<file path="config.mk">
export PLATFORM = sky130hd
export DESIGN_NAME = axis_vc_queue
export DESIGN_NICKNAME = d
export VERILOG_FILES = /design/src/rtl/axis_pkg.sv /design/src/rtl/axis_vc_queue_pkg.sv /design/src/rtl/fifo.sv /design/src/rtl/rr_arbiter.sv /design/src/rtl/axis_vc_queue.sv
export SDC_FILE = /design/constraint.sdc
export NUM_CORES = 2
export LEC_CHECK = 0
export CORE_MARGIN = 3
export CORE_UTILIZATION = 57
export DETAILED_ROUTE_END_ITERATION = 10
export GPL_ROUTABILITY_DRIVEN = 0
export PLACE_DENSITY = 0.77
export SYNTH_ARGS = -nofsm -noshare
export SYNTH_HDL_FRONTEND = slang
export SYNTH_HIERARCHICAL = 1
export SYNTH_SLANG_ARGS = --single-unit
</file>
<file path="constraint.sdc">
create_clock -name clk_i -period 9.4 [get_ports clk_i]
set_input_delay 1.88 -clock clk_i [delete_from_list [all_inputs] [get_ports clk_i]]
set_output_delay 1.88 -clock clk_i [all_outputs]
set_load 0.03 [all_outputs]
</file>
<file path="src/rtl/axis_pkg.sv">
// Shared AXI-Stream beat types used by the VC queue and the router.
// The widths here define the wire format that every block instantiating these types must agree on.
package axis_pkg;
    localparam int AXIS_DATA_W = 32;
    localparam int AXIS_ID_W   = 4;
    localparam int AXIS_DEST_W = 4;
    localparam int AXIS_USER_W = 4;

    typedef struct packed {
        logic [AXIS_DATA_W-1:0] TDATA;
        logic [AXIS_ID_W-1:0]   TID;
        logic [AXIS_DEST_W-1:0] TDEST;
        logic [AXIS_USER_W-1:0] TUSER;
        logic                   TLAST;
    } axis_data_t;

    typedef struct packed {
        logic       TVALID;
        axis_data_t data;
    } axis_mosi_t;

    typedef struct packed {
        logic TREADY;
    } axis_miso_t;
endpackage

</file>
<file path="src/rtl/axis_vc_queue_pkg.sv">
// Width helpers for the VC queue and its arbiter.
package axis_vc_queue_pkg;
    function automatic int vc_width(input int count);
        return (count > 1) ? $clog2(count) : 1;
    endfunction
endpackage

</file>
<file path="src/rtl/fifo.sv">
// Generic circular FIFO with an occupancy counter. Latency: head visible the cycle after the push.
// Backpressure: caller must not push when full or pop when empty; head data is combinational.
module fifo #(
    parameter int WIDTH = 8,
    parameter int DEPTH = 16
) (
    input  logic                   clk_i,
    input  logic                   rst_i,
    input  logic                   push_i,
    input  logic [WIDTH-1:0]       push_dat_i,
    input  logic                   pop_i,
    output logic [WIDTH-1:0]       head_dat_o,
    output logic [$clog2(DEPTH):0] level_o,
    output logic                   full_o,
    output logic                   empty_o
);
    localparam int AW = $clog2(DEPTH);

    logic [WIDTH-1:0] mem_q [DEPTH];
    logic [AW-1:0]    wr_ptr_q, wr_ptr_d;
    logic [AW-1:0]    rd_ptr_q, rd_ptr_d;
    logic [AW:0]      cnt_q, cnt_d;

    always_comb begin
        wr_ptr_d = wr_ptr_q;
        rd_ptr_d = rd_ptr_q;
        cnt_d    = cnt_q;
        if (push_i) wr_ptr_d = wr_ptr_q + AW'(1);
        if (pop_i)  rd_ptr_d = rd_ptr_q + AW'(1);
        if (push_i && !pop_i)      cnt_d = cnt_q + (AW+1)'(1);
        else if (!push_i && pop_i) cnt_d = cnt_q - (AW+1)'(1);
    end

    always_ff @(posedge clk_i or posedge rst_i) begin
        if (rst_i) begin
            wr_ptr_q <= '0;
            rd_ptr_q <= '0;
            cnt_q    <= '0;
        end else begin
            wr_ptr_q <= wr_ptr_d;
            rd_ptr_q <= rd_ptr_d;
            cnt_q    <= cnt_d;
        end
    end

    // Payload storage is deliberately left out of reset.
    always_ff @(posedge clk_i) begin
        if (push_i) mem_q[wr_ptr_q] <= push_dat_i;
    end

    assign head_dat_o = mem_q[rd_ptr_q];
    assign level_o    = cnt_q;
    assign full_o     = (cnt_q == (AW+1)'(DEPTH));
    assign empty_o    = (cnt_q == '0);
endmodule

</file>
<file path="src/rtl/rr_arbiter.sv">
// Round-robin arbiter with one-hot grant; search starts just after the last advanced grant.
// Latency: grant is combinational from req; priority moves only on advance_i.
module rr_arbiter
    import axis_vc_queue_pkg::*;
#(
    parameter int N = 4
) (
    input  logic         clk_i,
    input  logic         rst_i,
    input  logic [N-1:0] req_i,
    input  logic         advance_i,
    output logic [N-1:0] grant_o
);
    localparam int PW = vc_width(N);

    logic [PW-1:0] prio_q, prio_d;
    logic          found;
    int            idx;

    always_comb begin
        grant_o = '0;
        prio_d  = prio_q;
        found   = 1'b0;
        idx     = 0;
        for (int i = 0; i < N; i++) begin
            idx = (int'(prio_q) + i) % N;
            if (!found && req_i[idx[PW-1:0]]) begin
                found                = 1'b1;
                grant_o[idx[PW-1:0]] = 1'b1;
                if (advance_i) prio_d = PW'((idx + 1) % N);
            end
        end
    end

    always_ff @(posedge clk_i or posedge rst_i) begin
        if (rst_i) prio_q <= '0;
        else       prio_q <= prio_d;
    end
endmodule

</file>
<file path="src/rtl/axis_vc_queue.sv">
// Per-VC AXI-Stream queue with packet-locked round-robin egress. Latency: 1 cycle ingress to egress valid.
// Backpressure: ingress TREADY = target VC not full; egress is one registered stage held while !TREADY.
module axis_vc_queue
    import axis_pkg::*;
    import axis_vc_queue_pkg::*;
#(
    parameter int DATA_WIDTH    = 32,
    parameter int ID_WIDTH      = 4,
    parameter int DEST_WIDTH    = 4,
    parameter int USER_WIDTH    = 4,
    parameter int BUFFER_LENGTH = 16,
    parameter int CHANNEL_COUNT = 4,
    localparam int VC_W  = vc_width(CHANNEL_COUNT),
    localparam int LVL_W = $clog2(BUFFER_LENGTH) + 1
) (
    input  logic                                 clk_i,
    input  logic                                 rst_i,
    input  axis_mosi_t                           in_mosi_i,
    input  logic [VC_W-1:0]                      in_vc_i,
    output axis_miso_t                           in_miso_o,
    output axis_mosi_t                           out_mosi_o,
    output logic [VC_W-1:0]                      out_vc_o,
    input  axis_miso_t                           out_miso_i,
    output logic [CHANNEL_COUNT-1:0][LVL_W-1:0]  level_o,
    output logic [CHANNEL_COUNT-1:0]             full_o,
    output logic [CHANNEL_COUNT-1:0]             empty_o
);
    // Width parameters must match the axis_pkg beat layout.
    localparam int BEAT_W = DATA_WIDTH + ID_WIDTH + DEST_WIDTH + USER_WIDTH + 1;

    logic [BEAT_W-1:0]        head_dat [CHANNEL_COUNT];
    logic [CHANNEL_COUNT-1:0] push, pop, req, grant;
    logic                     vc_ok, in_rdy, stage_free, load;
    axis_data_t               sel_dat;
    logic [VC_W-1:0]          sel_vc;

    logic                     out_vld_q, out_vld_d;
    axis_data_t               out_dat_q, out_dat_d;
    logic [VC_W-1:0]          out_vc_q, out_vc_d;
    logic                     lock_vld_q, lock_vld_d;
    logic [VC_W-1:0]          lock_vc_q, lock_vc_d;

    assign vc_ok             = ({1'b0, in_vc_i} < (VC_W+1)'(CHANNEL_COUNT));
    assign in_rdy            = vc_ok && !full_o[in_vc_i];
    assign in_miso_o.TREADY  = in_rdy;

    for (genvar c = 0; c < CHANNEL_COUNT; c++) begin : g_vc
        assign push[c] = in_mosi_i.TVALID && in_rdy && (in_vc_i == VC_W'(c));
        // A locked packet masks every other channel, even while its own queue runs dry.
        assign req[c]  = !empty_o[c] && (!lock_vld_q || (lock_vc_q == VC_W'(c)));
        assign pop[c]  = load && grant[c];

        fifo #(
            .WIDTH (BEAT_W),
            .DEPTH (BUFFER_LENGTH)
        ) u_fifo (
            .clk_i      (clk_i),
            .rst_i      (rst_i),
            .push_i     (push[c]),
            .push_dat_i (in_mosi_i.data),
            .pop_i      (pop[c]),
            .head_dat_o (head_dat[c]),
            .level_o    (level_o[c]),
            .full_o     (full_o[c]),
            .empty_o    (empty_o[c])
        );
    end

    rr_arbiter #(
        .N (CHANNEL_COUNT)
    ) u_arb (
        .clk_i     (clk_i),
        .rst_i     (rst_i),
        .req_i     (req),
        .advance_i (load),
        .grant_o   (grant)
    );

    always_comb begin
        sel_dat = head_dat[0];
        sel_vc  = '0;
        for (int c = 0; c < CHANNEL_COUNT; c++) begin
            if (grant[c]) begin
                sel_dat = head_dat[c];
                sel_vc  = VC_W'(c);
            end
        end
    end

    assign stage_free = !out_vld_q || out_miso_i.TREADY;
    assign load       = stage_free && (|grant);

    always_comb begin
        out_vld_d  = out_vld_q;
        out_dat_d  = out_dat_q;
        out_vc_d   = out_vc_q;
        lock_vld_d = lock_vld_q;
        lock_vc_d  = lock_vc_q;
        if (stage_free) out_vld_d = |grant;
        if (load) begin
            out_dat_d  = sel_dat;
            out_vc_d   = sel_vc;
            lock_vld_d = !sel_dat.TLAST;
            lock_vc_d  = sel_vc;
        end
    end

    always_ff @(posedge clk_i or posedge rst_i) begin
        if (rst_i) begin
            out_vld_q  <= 1'b0;
            out_vc_q   <= '0;
            lock_vld_q <= 1'b0;
            lock_vc_q  <= '0;
        end else begin
            out_vld_q  <= out_vld_d;
            out_vc_q   <= out_vc_d;
            lock_vld_q <= lock_vld_d;
            lock_vc_q  <= lock_vc_d;
        end
    end

    always_ff @(posedge clk_i) begin
        out_dat_q <= out_dat_d;
    end

    assign out_mosi_o.TVALID = out_vld_q;
    assign out_mosi_o.data   = out_dat_q;
    assign out_vc_o          = out_vc_q;
endmodule

</file>
==> impl_metrics.py <==
metrics = {
    "run_status": {
        "status": "finished clean",
    },
    "timing": {
        "fin_setup_tns_ps": 0,
        "hold_viol": 0,
        "post-route-min-period_ps": 5650,
        "slew_violations": 0,
        "fin_hold_ws_ps": 555,
        "final.setup_skew_ps": 50.7,
        "worstMarginPinSlew_ps": 1330,
        "setup_ws_ps": 3750,
        "post-route-period-util": 0.601,
        "fmax_ghz": 0.177,
        "finalSetupViolations": 0,
        "relSlewSlack": 0.111,
        "rsz0062_at_grt": "false",
    },
    "clock_network": {
        "cts_hold_buf": 0,
        "cts_setup_buffers": 0,
        "cts_buffers": 297,
        "cts.sinks": 2983,
        "htreeDepth": 5,
        "cts_root_buffer": "clkbuf_16",
        "ctsLongestPathBuffers": 4,
        "cts_tree": "yes",
        "clk_pin_slew_ps": 60,
        "cts_resized": 0,
        "clk_latency_ps": 930,
    },
    "grt": {
        "overflow": 0,
        "grt_pass1_vias": 56700,
        "grt_max_degree": 149,
        "grt_usage": 0.265,
        "antenna_found_initial": 4,
        "grt_pass1_wl_um": 397000,
    },
    "synth": {
        "synthSimpleGateAreaFrac": 0.0172,
        "muxShareOfSynthArea": 0.152,
        "async_flop_share": 0.0194,
        "ys_seq_elements": 2983,
        "ys_seq_area_frac": 0.780,
        "ys_types": 51,
        "synth_xor_area_frac": 0.00275,
        "syn_area_per_cell_um2": 22.5,
        "ys.flop_type": "edfxtp_1",
        "synth_compound_area_frac": 0.0302,
        "synth_edf_count": 2925,
        "yosysWarnings": 6,
        "synth_top_family_by_area": "multiplexers",
        "netlist_instances": 5096,
        "syn-num-nets": 5194,
        "synth_fa_ha_area_frac": 0.00540,
        "synthesis.area_um2": 115000,
    },
    "final_layout": {
        "drive_above_1_share": 0.257,
        "fillers": 12000,
        "syn_to_final_growth_pct": 11.9,
        "seq_area_um2": 89300,
        "final_common_cell": "edfxtp_1",
        "finalNetCount": 5483,
        "stdcell_area_um2": 128000,
        "layout_common_cells": "2,925 x edfxtp_1, 725 x mux4_2, 368 x a22oi_1",
        "multi_input_area_um2": 24000,
    },
    "die": {
        "initial_core_util": 0.577,
        "die_width_um": 454,
        "io_pins": 128,
        "die_h_um": 454,
        "dieArea_um2": 206000,
        "core-area_um2": 198000,
        "rows": 163,
    },
    "pwr": {
        "p_per_area_nw_per_um2": 308,
        "leakagePower_nw": 40.6,
        "max-vdd-ir-drop_mv": 0.338,
        "p_total_mw": 39.5,
    },
    "routing": {
        "first_iter_violations": 7617,
        "vias": 55200,
        "drc_errors": 0,
        "routed_wl_um": 268000,
        "via_per_inst": 6.70,
        "wl_per_cell_um": 32.6,
        "final_antenna_net_count": 0,
        "firstDrtPassIters": 6,
    },
    "placement": {
        "placed_area_um2": 119000,
        "dp_hpwl_um": 137000,
        "dp_slack_ps": 3750,
        "port_buffers": 127,
    },
    "setup_path": {
        "cp_max_fo": 4,
        "cp-end-kind": "primary output",
        "r2r_setup_slack_ps": 4210,
        "crit_required_ps": 7520,
        "critPathKind": "input port to primary output",
        "worst_ep_arrival_time_ps": 3770,
        "startpoint_type": "input port",
    },
    "min_path": {
        "hp-class": "flip-flop to flip-flop",
    },
    "flow_run": {
        "drv_cap": 0,
    },
}
## final cells by class
cell class,count,share of cell area
antenna,2,0.0000391
clock buffer,367,0.0620
clock inverter,142,0.0102
inverter,41,0.00120
multi-input combinational,1804,0.187
sequential,2983,0.697
tap,2640,0.0258
timing repair buffer,258,0.0165
## worst max-delay path: stages
cell             delay, ps
clkdlybuf4s50_1        610
mux4_2                 540
inv_1                   70
clkdlybuf4s50_1        660
## synth_stat cells, types with 2 or more instances
| cell | number | share of area |
|---|---|---|
| edfxtp_1 | 2925 | 0.77 |
| mux4_2 | 725 | 0.14 |
| a22oi_1 | 368 | 0.024 |
| nand2_1 | 252 | 0.0083 |
| clkbuf_1 | 96 | 0.0031 |
| and2_1 | 80 | 0.0044 |
| buf_1 | 63 | 0.0021 |
| buf_4 | 60 | 0.0039 |
| dfrtp_1 | 58 | 0.013 |
| mux2i_1 | 49 | 0.0043 |
| o21ai_1 | 47 | 0.0021 |
| buf_2 | 43 | 0.0019 |
| ha_1 | 43 | 0.0047 |
| mux2_2 | 43 | 0.0042 |
| inv_1 | 41 | 0.0013 |
| o21ai_0 | 21 | 0.00092 |
| nor2b_1 | 20 | 0.0011 |
| xnor2_1 | 20 | 0.0015 |
| xor2_1 | 16 | 0.0012 |
| a21oi_1 | 14 | 0.00061 |
| nor2_1 | 14 | 0.00046 |
| o211ai_1 | 13 | 0.00085 |
| nand4_1 | 8 | 0.00044 |
| or3_1 | 8 | 0.00044 |
| buf_6 | 6 | 0.00059 |
| mux2_1 | 6 | 0.00059 |
| nor3b_1 | 6 | 0.00039 |
| and3_1 | 5 | 0.00027 |
| and3b_1 | 5 | 0.00038 |
| o21a_1 | 5 | 0.00033 |
| a21o_1 | 4 | 0.00026 |
| fa_1 | 4 | 0.00070 |
| nor4_1 | 4 | 0.00022 |
| o311ai_0 | 4 | 0.00031 |
| nand2b_1 | 2 | 0.00011 |
| nor3_1 | 2 | 0.000087 |
| o22ai_1 | 2 | 0.00011 |
## report_power, final
part	total (mW)	internal [mW]	switching, mW	leakage [nW]
registers	16.1	15.4	0.678	27.0
logic	12.0	4.94	7.06	9.04
clock network	11.4	6.64	4.76	4.51
## metal layers
layer | vias to the layer above | track usage | share of wire
li1 | 22100 | - | -
met1 | 28900 | 0.373 | 0.37
met2 | 3705 | 0.422 | 0.49
met3 | 514 | 0.0442 | 0.10
met4 | 2 | 0.105 | 0.042
met5 | - | 0 | 0.000056
## worst paths after layout
kind,startpoint,end,cells after the start
worst max-delay path,in_vc_i[0],in_miso_o,4
worst min-delay path,g_vc[3].u_fifo/level_o[3]$_DFFE_PP0P_,g_vc[3].u_fifo/level_o[3]$_DFFE_PP0P_,2
worst max register to register,g_vc[3].u_fifo/level_o[0]$_DFFE_PP0P_,g_vc[1].u_fifo/level_o[4]$_DFFE_PP0P_,17
worst min register to register,g_vc[3].u_fifo/level_o[3]$_DFFE_PP0P_,g_vc[3].u_fifo/level_o[3]$_DFFE_PP0P_,2
max in group asynchronous,rst_i,g_vc[0].u_fifo/rd_ptr_q[0]$_DFFE_PP0P_,2
min in group asynchronous,rst_i,async pin,2
## kinds of logic (layout without fill, tap and decap cells)
logic type	count (synthesis)	count (layout)
other cells	0	2
simple gates	412	412
buf+inv	309	808
flops	2983	2983
mux	824	824
compound gates	485	485
xor+xnor	36	36
fa+ha+maj	47	47
## state kept, by name, indices dropped and copies added (netlist names), named ones only
name                  count
g_vc.u_fifo/rd_ptr_q     16
lock_vld_q                1
out_vld_q                 1
out_vc_o                  2
g_vc.u_fifo/wr_ptr_q     16
g_vc.u_fifo/level_o      20
g_vc.u_fifo/mem_q      2880
u_arb/prio_q              1
out_mosi_o               45
## per-stage QoR
step | util | std cells
2_1_floorplan | - | 5096
3_3_place_gp | 0.599 | 7726
3_5_place_dp | 0.599 | 7726
4_1_cts | 0.646 | 8235
5_1_grt | 0.646 | 8236
6_report | 0.646 | 8237
(Power assumes the default switching activity.)
